<file path="src/rtl/disp_mon_pkg.sv">
// disp_mon_pkg: shared constants and round-robin pick helper for the event monitor
package disp_mon_pkg;
   localparam int MODE_LEVEL = 0;
   localparam int MODE_EDGE = 1;
   localparam int MAX_CH = 32;
   // First requester after last, wrapping modulo n; returns last when nothing requests.
   function automatic int rr_pick(input logic [MAX_CH-1:0] req, input int last, input int n);
      int p;
      logic f;
      rr_pick = last;
      f = 1'b0;
      for (int k = 1; k <= MAX_CH; k++) begin
         p = (last + k) % n;
         if (!f && k <= n && req[p[4:0]]) begin
            rr_pick = p;
            f = 1'b1;
         end
      end
   endfunction
endpackage

</file>
<file path="src/rtl/disp_mon_if.sv">
// disp_mon_if: valid/ready record stream carrying {channel, timestamp, payload}
interface disp_mon_if #(parameter int CH_W = 2, TS_W = 16, DATA_W = 8);
   logic valid;
   logic ready;
   logic [CH_W-1:0] ch;
   logic [TS_W-1:0] ts;
   logic [DATA_W-1:0] data;
   modport master(output valid, ch, ts, data, input ready);
   modport slave(input valid, ch, ts, data, output ready);
endinterface

</file>
<file path="src/rtl/disp_mon_fifo.sv">
// disp_mon_fifo: generic synchronous FIFO; output reads zero while empty
module disp_mon_fifo #(parameter int WIDTH = 8, DEPTH = 4) (
   input  logic clk,
   input  logic rst_n,
   input  logic push,
   input  logic pop,
   input  logic [WIDTH-1:0] din,
   output logic [WIDTH-1:0] dout,
   output logic full,
   output logic empty,
   output logic [$clog2(DEPTH):0] level
);
   localparam int AW = $clog2(DEPTH);
   localparam logic [AW:0] ONE = 1;
   logic [WIDTH-1:0] mem [DEPTH];
   logic [AW:0] wr, rd;
   logic do_push, do_pop;
   assign do_push = push && !full;
   assign do_pop = pop && !empty;
   assign level = wr - rd;
   assign full = level == (AW+1)'(DEPTH);
   assign empty = wr == rd;
   assign dout = empty ? '0 : mem[rd[AW-1:0]];
   always_ff @(posedge clk or negedge rst_n)
      if (!rst_n) begin
         wr <= '0;
         rd <= '0;
      end else begin
         if (do_push) wr <= wr + ONE;
         if (do_pop) rd <= rd + ONE;
      end
   always_ff @(posedge clk)
      if (do_push) mem[wr[AW-1:0]] <= din;
endmodule

</file>
<file path="src/rtl/disp_event_monitor.sv">
// disp_event_monitor: captures per-channel condition firings as timestamped records
module disp_event_monitor
   import disp_mon_pkg::*;
#(parameter int NUM_CH = 4, DATA_W = 8, TS_W = 16, DEPTH = 4, MODE = 0, DROP_W = 8) (
   input  logic clk,
   input  logic rst_n,
   input  logic [NUM_CH-1:0] en,
   input  logic [NUM_CH-1:0] cond,
   input  logic [NUM_CH*DATA_W-1:0] data,
   input  logic clear_drop,
   disp_mon_if.master out,
   output logic [$clog2(DEPTH):0] level,
   output logic [DROP_W-1:0] drop_cnt
);
   localparam int CH_W = NUM_CH > 1 ? $clog2(NUM_CH) : 1;
   localparam int RW = CH_W + TS_W + DATA_W;
   localparam int SW = DROP_W + 6;
   logic [TS_W-1:0] ts;
   logic [NUM_CH-1:0] cond_q, pending, ev, gnt, drop;
   logic [TS_W-1:0] slot_ts [NUM_CH];
   logic [DATA_W-1:0] slot_data [NUM_CH];
   logic [CH_W-1:0] last, gnt_idx;
   logic gnt_v, full, empty;
   logic [SW-1:0] dsum;
   logic [DROP_W-1:0] drop_nxt;
   logic [RW-1:0] rec, dout;
   assign ev = (MODE == MODE_LEVEL) ? cond & en : cond & ~cond_q & en;
   assign gnt_v = |pending && !full;
   assign gnt_idx = CH_W'(rr_pick(MAX_CH'(pending), int'(last), NUM_CH));
   assign gnt = gnt_v ? NUM_CH'(1) << gnt_idx : '0;
   // A granted channel frees its slot this cycle, so a new event there re-arms instead of dropping.
   assign drop = ev & pending & ~gnt;
   assign dsum = SW'(drop_cnt) + SW'($countones(drop));
   assign drop_nxt = dsum > SW'({DROP_W{1'b1}}) ? '1 : dsum[DROP_W-1:0];
   assign rec = {gnt_idx, slot_ts[gnt_idx], slot_data[gnt_idx]};
   always_ff @(posedge clk or negedge rst_n)
      if (!rst_n) begin
         ts <= '0;
         cond_q <= '0;
         pending <= '0;
         last <= CH_W'(NUM_CH - 1);
         drop_cnt <= '0;
         for (int i = 0; i < NUM_CH; i++) begin
            slot_ts[i] <= '0;
            slot_data[i] <= '0;
         end
      end else begin
         ts <= ts + TS_W'(1);
         cond_q <= cond;
         drop_cnt <= clear_drop ? '0 : drop_nxt;
         if (gnt_v) last <= gnt_idx;
         for (int i = 0; i < NUM_CH; i++)
            if (ev[i] && (!pending[i] || gnt[i])) begin
               pending[i] <= 1'b1;
               slot_ts[i] <= ts;
               slot_data[i] <= data[i*DATA_W +: DATA_W];
            end else if (gnt[i]) pending[i] <= 1'b0;
      end
   disp_mon_fifo #(.WIDTH(RW), .DEPTH(DEPTH)) u_fifo (
      .clk(clk),
      .rst_n(rst_n),
      .push(gnt_v),
      .pop(out.valid && out.ready),
      .din(rec),
      .dout(dout),
      .full(full),
      .empty(empty),
      .level(level)
   );
   assign out.valid = !empty;
   assign {out.ch, out.ts, out.data} = dout;
endmodule
</file>
<file path="src/flat_wrapper.sv">
// flat-port wrapper written by rule: the top's interface ports become plain ports
module disp_event_monitor_flat import disp_mon_pkg::*;
#(parameter int NUM_CH = 4, DATA_W = 8, TS_W = 16, DEPTH = 4, MODE = 0, DROP_W = 8)
  (clk, rst_n, en, cond, data, clear_drop, level, drop_cnt, out_valid, out_ch, out_ts, out_data, out_ready);
  disp_mon_if #(.TS_W(TS_W), .DATA_W(DATA_W)) out_i ();
  input  logic clk;
  input  logic rst_n;
  input  logic [NUM_CH-1:0] en;
  input  logic [NUM_CH-1:0] cond;
  input  logic [NUM_CH*DATA_W-1:0] data;
  input  logic clear_drop;
  output logic [$clog2(DEPTH):0] level;
  output logic [DROP_W-1:0] drop_cnt;
  output wire logic [$bits(out_i.valid)-1:0] out_valid;
  output wire logic [$bits(out_i.ch)-1:0] out_ch;
  output wire logic [$bits(out_i.ts)-1:0] out_ts;
  output wire logic [$bits(out_i.data)-1:0] out_data;
  input wire logic [$bits(out_i.ready)-1:0] out_ready;
  assign out_valid = out_i.valid;
  assign out_ch = out_i.ch;
  assign out_ts = out_i.ts;
  assign out_data = out_i.data;
  assign out_i.ready = out_ready;
  disp_event_monitor #(.NUM_CH(NUM_CH), .DATA_W(DATA_W), .TS_W(TS_W), .DEPTH(DEPTH), .MODE(MODE), .DROP_W(DROP_W)) u_core (.clk(clk), .rst_n(rst_n), .en(en), .cond(cond), .data(data), .clear_drop(clear_drop), .out(out_i), .level(level), .drop_cnt(drop_cnt));
endmodule
</file>
<file path="config.mk">
export PLATFORM = sky130hd
export DESIGN_NAME = disp_event_monitor_flat
export DESIGN_NICKNAME = d
export VERILOG_FILES = /design/src/rtl/disp_mon_pkg.sv /design/src/rtl/disp_mon_if.sv /design/src/rtl/disp_mon_fifo.sv /design/src/rtl/disp_event_monitor.sv /design/src/flat_wrapper.sv
export SDC_FILE = /design/constraint.sdc
export NUM_CORES = 1
export LEC_CHECK = 0
export CAP_MARGIN = 20
export CELL_PAD_IN_SITES_DETAIL_PLACEMENT = 0
export CELL_PAD_IN_SITES_GLOBAL_PLACEMENT = 1
export CORE_ASPECT_RATIO = 0.75
export CORE_MARGIN = 2
export CORE_UTILIZATION = 40
export CTS_CLUSTER_SIZE = 25
export DETAILED_ROUTE_END_ITERATION = 10
export PLACE_DENSITY = 0.72
export SYNTH_ARGS = -nofsm -noshare
export SYNTH_HDL_FRONTEND = slang
export SYNTH_SLANG_ARGS = --single-unit
</file>
<file path="constraint.sdc">
create_clock -name clk -period 4.4 [get_ports clk]
set_input_delay 0.88 -clock clk [delete_from_list [all_inputs] [get_ports clk]]
set_output_delay 0.88 -clock clk [all_outputs]
set_load 0.01 [all_outputs]
</file>
==> metrics.yaml, run 1 <==
finalWorstPathRequiredPeriod_ns: 4.14
postLayoutSetupSlackWorst_ns: 0.264
power.leakage_uw: 0.00502
regToRegEndpoint: "u_core.drop_cnt[1]"
placementRows: 51
synthesis.nets: 777
post_cts_buffers: 0
gp_congestion: 0.797
cts_tree: "done"
hpwl_mm: 13.6
groute.usage.overall_pct: 16.2
numCtsBuffers: 24
drtIter0Drc: 429
outcome: "finished clean"
synthArstFlopShare_pct: 55.9
core-area_um2: 25800
routed_wl_mm: 21.4
setup_viol: 0
dpl-instance-area_um2: 11700
timing.final.hold_violations: 0
synth_area_um2: 10500
max-slew-margin-rel_pct: 53.2
route.vias.total: 5908
htreeDepth: 1
cts.path.max_buffers: 3
first_pass_iters: 5
rsz0062_at_grt: "false"
clk_latency_ns: 0.52
power-per-cell-area_nw_per_um2: 902
critical_path.max_fanout: 6
fin_worst_skew_ns: 0.0141
final_net_count: 862
number_of_global_route_vias_before_repair: 5927
post_synth_inst_count: 720
critPathRequiredTime_ns: 4.79
place_worst_setup_slack_ns: 0.239
cp-endpoint: "u_core.drop_cnt[1]"
initial_util_pct: 40.6
grt_start_max_net_pins: 73
insertedDiodeCount: 0
total_power_uw: 11300
syn_avg_cell_area_um2: 14.6
hold_path.class: "input port to asynchronous set/reset pin"
chipWidth_um: 191
post-synth-top-count-cell: "dfrtp_1"
synth_simple_gate_area_share_pct: 10.0
drc: 0
yosys_warnings: 0
path_class: "flip-flop to flip-flop"
max_freq_mhz: 242
data_arrival_critical_path_ns: 4.52
drt.antenna.violating_nets: 0
layout_worst_path_cycle_share_pct: 94.0
number_of_antenna_violations_at_the_first_check_in_global_routing: 0
worst_setup_path_start_kind: "flip-flop"
grt_pass1_wl_mm: 34.4
yosys_reg_bits: 236
synth-adder-area-share_pct: 1.84
final.hold.worst_slack_ns: 0.373
routed_wire_length_per_instance_um: 18.3
synth.area.top_cells: "dfrtp_1 (31%), edfxtp_1 (30%), mux2_4 (8.6%), mux4_2 (5.6%), nand2_1 (4.2%)"
max_cap_viol_count: 0
synth.lib_cells_used.distinct: 44
post_synth_most_frequent_cells: "dfrtp_1 (130), nand2_1 (118), edfxtp_1 (104)"
post_drt_via_cell_ratio: 5.06
area.growth.synth_to_final_pct: 19.0
die_area_um2: 27500
max-vdd-ir-drop_mv: 0.626
cts_root_buffer: "clkbuf_16"
grt_overflow: 0
worst_setup_path_startpoint: "u_core.u_fifo.wr[0]"
share_of_post_route_cells_with_drive_strength_above_1_pct: 22.6
number_of_flops_mapped_to_enable_cells_by_yosys: 104
clock-sinks: 236
r2r-start: "u_core.u_fifo.wr[0]"
numPortBuffers: 81
die_y_um: 144
netlist.area_leader.share_pct: 31.0
io_pins: 82
final_max_slew_viol_count: 0
combinational_family_with_the_most_area_after_synthesis: "multiplexers"
synth_sequential_area_ratio_pct: 61.3
post-synth-top-area-cell: "dfrtp_1"
worst_setup_hold_path_clk_slew_ns: 0.06
synth_compound_gate_area_share_pct: 3.70
ys.flop_type: "dfrtp_1"
tightestPinTransition_ns: 0.700
crit_path_capture_type: "flip-flop"
finalInstanceArea_um2: 12500
post_synth_xor_area_fraction_pct: 2.14
worst_r2r_path_depth: 15
fin_setup_tns_ns: 0
yosys-mux-area-fraction_pct: 18.3
regToRegSetupSlack_ns: 0.26
==> stage by stage <==
step,cells,util (%)
after global placement,1123,45.2
after detailed placement,1123,45.2
final,1167,48.3
after floorplan,720,-
after CTS,1167,48.3
after global routing,1167,48.3
==> routing by layer <==
layer | wire, um | up-vias | GRT usage, %
met1 | 11200 | 3016 | 26.0
met4 | 284 | 0 | 2.73
li1 | - | 2755 | -
met2 | 8790 | 117 | 22.9
met5 | 0 | - | 0
met3 | 1050 | 20 | 2.60
==> sequential cells by signal, summed over array words and instances (netlist names) <==
name               cells
u_core.drop_cnt        8
u_core.last            2
u_core.pending         4
u_core.slot_data      32
u_core.slot_ts        64
u_core.ts             16
u_core.u_fifo.mem    104
u_core.u_fifo.rd       3
u_core.u_fifo.wr       3
==> timing repair <==
item / CTS / global route
endpoints found under the setup margin: 0 / 6
hold buffers: 0 / 0
resized for setup: 0 / 1
==> cell families after synthesis <==
kind of cell             Yosys count
flip-flops                       236
AND/OR/NAND/NOR                  220
multiplexers                     125
buffers and inverters             55
AO/OA/AOI/OAI                     47
XOR/XNOR                          24
adder cells (fa/ha/maj)           13
==> critical path, cell delays in order (launching register included) <==
cell      delay [ns]
dfrtp_1         0.38
inv_1           0.11
ha_1            0.24
fa_1            0.38
xnor3_1         0.21
or3_1           0.39
buf_4           0.21
o311ai_4        0.09
nand4_1         0.17
fa_1            0.54
inv_1           0.06
fa_1            0.43
fa_2            0.41
nand3_1         0.10
or2_2           0.19
a21oi_1         0.08
==> where the power goes <==
part / switching, uW / total, uW / internal [uW]
clock network: 822 / 2020 / 1200
logic: 2860 / 5170 / 2300
registers: 336 / 4070 / 3740
==> how the worst min path moves through the flow <==
stage / startpoint / endpoint / slack (ns)
2_1_floorplan: u_core.slot_data[16] / u_core.slot_data[16] / 0.46
3_3_place_gp: u_core.slot_data[19] / u_core.slot_data[19] / 0.47
3_5_place_dp: u_core.slot_data[17] / u_core.slot_data[17] / 0.48
4_1_cts: rst_n / u_core.slot_ts[55] / 0.41
5_1_grt: rst_n / u_core.slot_ts[55] / 0.43
6_report: rst_n / u_core.slot_ts[55] / 0.37
==> layout make-up <==
cell class | count | area (um^2)
multi-input combinational | 429 | 3780
tap | 344 | 430
fill | 2256 | 13400
clock inverter | 9 | 110
timing repair buffer | 101 | 1000
clock buffer | 35 | 682
sequential | 236 | 6430
inverter | 13 | 48.8
==> cell usage in the layout, fill, tap and decap left out, drive strengths merged <==
| cell type | instances |
|---|---|
| mux4 | 26 |
| xnor2 | 18 |
| edfxtp | 104 |
| clkinvlp | 2 |
| mux2 | 98 |
| or2 | 3 |
| nor2b | 3 |
| ha | 9 |
| dfstp | 2 |
| or3 | 2 |
| clkinv | 5 |
| clkdlybuf4s50 | 80 |
| o31ai | 1 |
| xnor3 | 1 |
| a31oi | 28 |
| nand3 | 13 |
| nor2 | 10 |
| bufinv | 2 |
| and3 | 27 |
| and3b | 1 |
| a21oi | 12 |
| o311ai | 2 |
| nand2 | 118 |
| o41a | 1 |
| nand4 | 3 |
| xor2 | 5 |
| nor3 | 6 |
| buf | 21 |
| mux2i | 1 |
| dfrtp | 130 |
| nor3b | 3 |
| fa | 4 |
| inv | 13 |
| o21ai | 3 |
| clkbuf | 35 |
| nand2b | 1 |
| and2 | 30 |
Note: power is estimated with default switching activity, not from simulation.
==> run 2: changes to the inputs <==
ABC_CLOCK_PERIOD_IN_PS = 4400   (was default)
RECOVER_POWER = 25   (was default)
SETUP_SLACK_MARGIN = 0.2   (was default)
==> metrics.yaml, run 2 (synthesized netlist as in run 1, its figures left out) <==
final_max_slew_viol_count: 73
area.growth.synth_to_final_pct: 18.9
worst_setup_path_start_kind: "flip-flop"
area.sequential_um2: 6430
utilization_pct: 48.3
cts_tree: "done"
grt_start_max_net_pins: 73
tightestPinTransition_ns: 1.81
io_pins: 82
layout_commonest_cell: "dfrtp_1"
first_pass_iters: 5
clk_latency_ns: 0.52
post_drt_via_cell_ratio: 5.08
number_of_antenna_violations_at_the_first_check_in_global_routing: 0
r2r-start: "u_core.u_fifo.wr[0]"
initial_util_pct: 40.6
finalWorstPathRequiredPeriod_ns: 4.01
hold_path.class: "flip-flop to flip-flop"
routed_wire_length_per_instance_um: 18.3
outcome: "finished, violations left"
max-slew-margin-rel_pct: -20.4
most-common-layout-cells: "dfrtp_1 (129), nand2_1 (118), edfxtp_1 (104), clkdlybuf4s50_1 (80), mux2_4 (60)"
numPortBuffers: 81
chipWidth_um: 191
timing.final.hold_violations: 0
power-per-cell-area_nw_per_um2: 904
number_of_global_route_vias_before_repair: 5928
worst_setup_hold_path_clk_slew_ns: 0.06
grt_overflow: 0
final_net_count: 862
drtIter0Drc: 427
regToRegSetupSlack_ns: 0.39
max_cap_viol_count: 2
layout_worst_path_cycle_share_pct: 91.1
fin_worst_skew_ns: 0.0141
path_class: "flip-flop to flip-flop"
critPathRequiredTime_ns: 4.79
max_freq_mhz: 250
worst_r2r_path_depth: 15
drt.antenna.violating_nets: 0
critical_path.max_fanout: 6
htreeDepth: 1
share_of_post_route_cells_with_drive_strength_above_1_pct: 23.0
crit_path_capture_type: "flip-flop"
grt_pass1_wl_mm: 34.4
cp-endpoint: "u_core.drop_cnt[1]"
data_arrival_critical_path_ns: 4.39
drc: 0
finalInstanceArea_um2: 12500
die_area_um2: 27500
final.hold.worst_slack_ns: 0.489
power.leakage_uw: 0.00502
largest_reg_flops: 104
placementRows: 51
groute.usage.overall_pct: 16.2
core-area_um2: 25800
die_y_um: 144
rsz0062_at_grt: "false"
regToRegEndpoint: "u_core.drop_cnt[1]"
cts_root_buffer: "clkbuf_16"
post_cts_buffers: 0
route.vias.total: 5929
setup_viol: 0
fillCellCount: 2260
clock-sinks: 236
fin_setup_tns_ns: 0
worst_setup_path_startpoint: "u_core.u_fifo.wr[0]"
numCtsBuffers: 24
multi_input_comb_area_um2: 3790
hold_buffers: 0
max-vdd-ir-drop_mv: 0.624
failed_checks: "capacitance limit, slew limit"
routed_wl_mm: 21.3
dpl-instance-area_um2: 11700
cts.path.max_buffers: 3
insertedDiodeCount: 0
gp_congestion: 0.797
hpwl_mm: 13.6
[run 2: final cells by class]
| class | instances | area share [%] |
|---|---|---|
| clock buffer | 35 | 5.47 |
| inverter | 13 | 0.391 |
| sequential | 236 | 51.5 |
| tap | 344 | 3.45 |
| timing repair buffer | 101 | 7.84 |
| clock inverter | 9 | 0.883 |
| multi-input combinational | 429 | 30.4 |
[run 2: repair_timing]
item / CTS / global route
endpoints found under the setup margin: 6 / 8
pin swaps: 0 / 2
gates resized for setup: 1 / 4
gates cloned: 0 / 0
[run 2: worst min-delay path by stage]
stage	start	endpoint	cells past startpoint
floorplan	u_core.slot_data[16]	u_core.slot_data[16]	1
global placement	u_core.slot_data[19]	u_core.slot_data[19]	1
detailed placement	u_core.slot_data[17]	u_core.slot_data[17]	1
CTS	rst_n	u_core.slot_ts[55]	1
global route	u_core.slot_ts[22]	u_core.slot_ts[22]	1
finish	u_core.slot_data[17]	u_core.slot_data[17]	1
[run 2: layer usage]
metal  share of wire, %  global-route usage [%]
met3                4.4                    2.60
met2                 41                    22.9
met1                 53                    26.0
met5                  0                       0
met4                1.3                    2.73
[run 2: worst max-delay path, stage by stage (launching register included)]
cell	delay, ns
dfrtp_1	0.39
inv_2	0.08
ha_1	0.22
fa_1	0.38
xnor3_1	0.22
or3_4	0.37
buf_4	0.20
o311ai_4	0.10
nand4_1	0.18
fa_1	0.54
inv_1	0.06
fa_2	0.38
fa_2	0.42
nand3_1	0.11
or2_4	0.17
a21oi_1	0.07
[run 2: where the power goes]
part | leakage [uW] | switching (uW) | total [uW] | internal, uW
sequential | 0.00264 | 337 | 4070 | 3740
clock | 0.000382 | 821 | 2020 | 1200
combinational | 0.00200 | 2870 | 5180 | 2310
total | 0.00502 | 4030 | 11300 | 7250
[run 2: through the flow]
stage          cells  total power (uW)  setup slack, ns
2_1_floorplan    720              7260            0.321
3_3_place_gp    1123              9230            0.310
3_5_place_dp    1123              9330            0.239
4_1_cts         1167             11400            0.277
5_1_grt         1167             12000            0.229
6_report        1167             11300            0.392
==> run 3: changes to the inputs <==
HOLD_SLACK_MARGIN = 0.02   (was default)
==> results of run 3 <==
No change in the layout: final DEF, timing and power equal those of run 2.
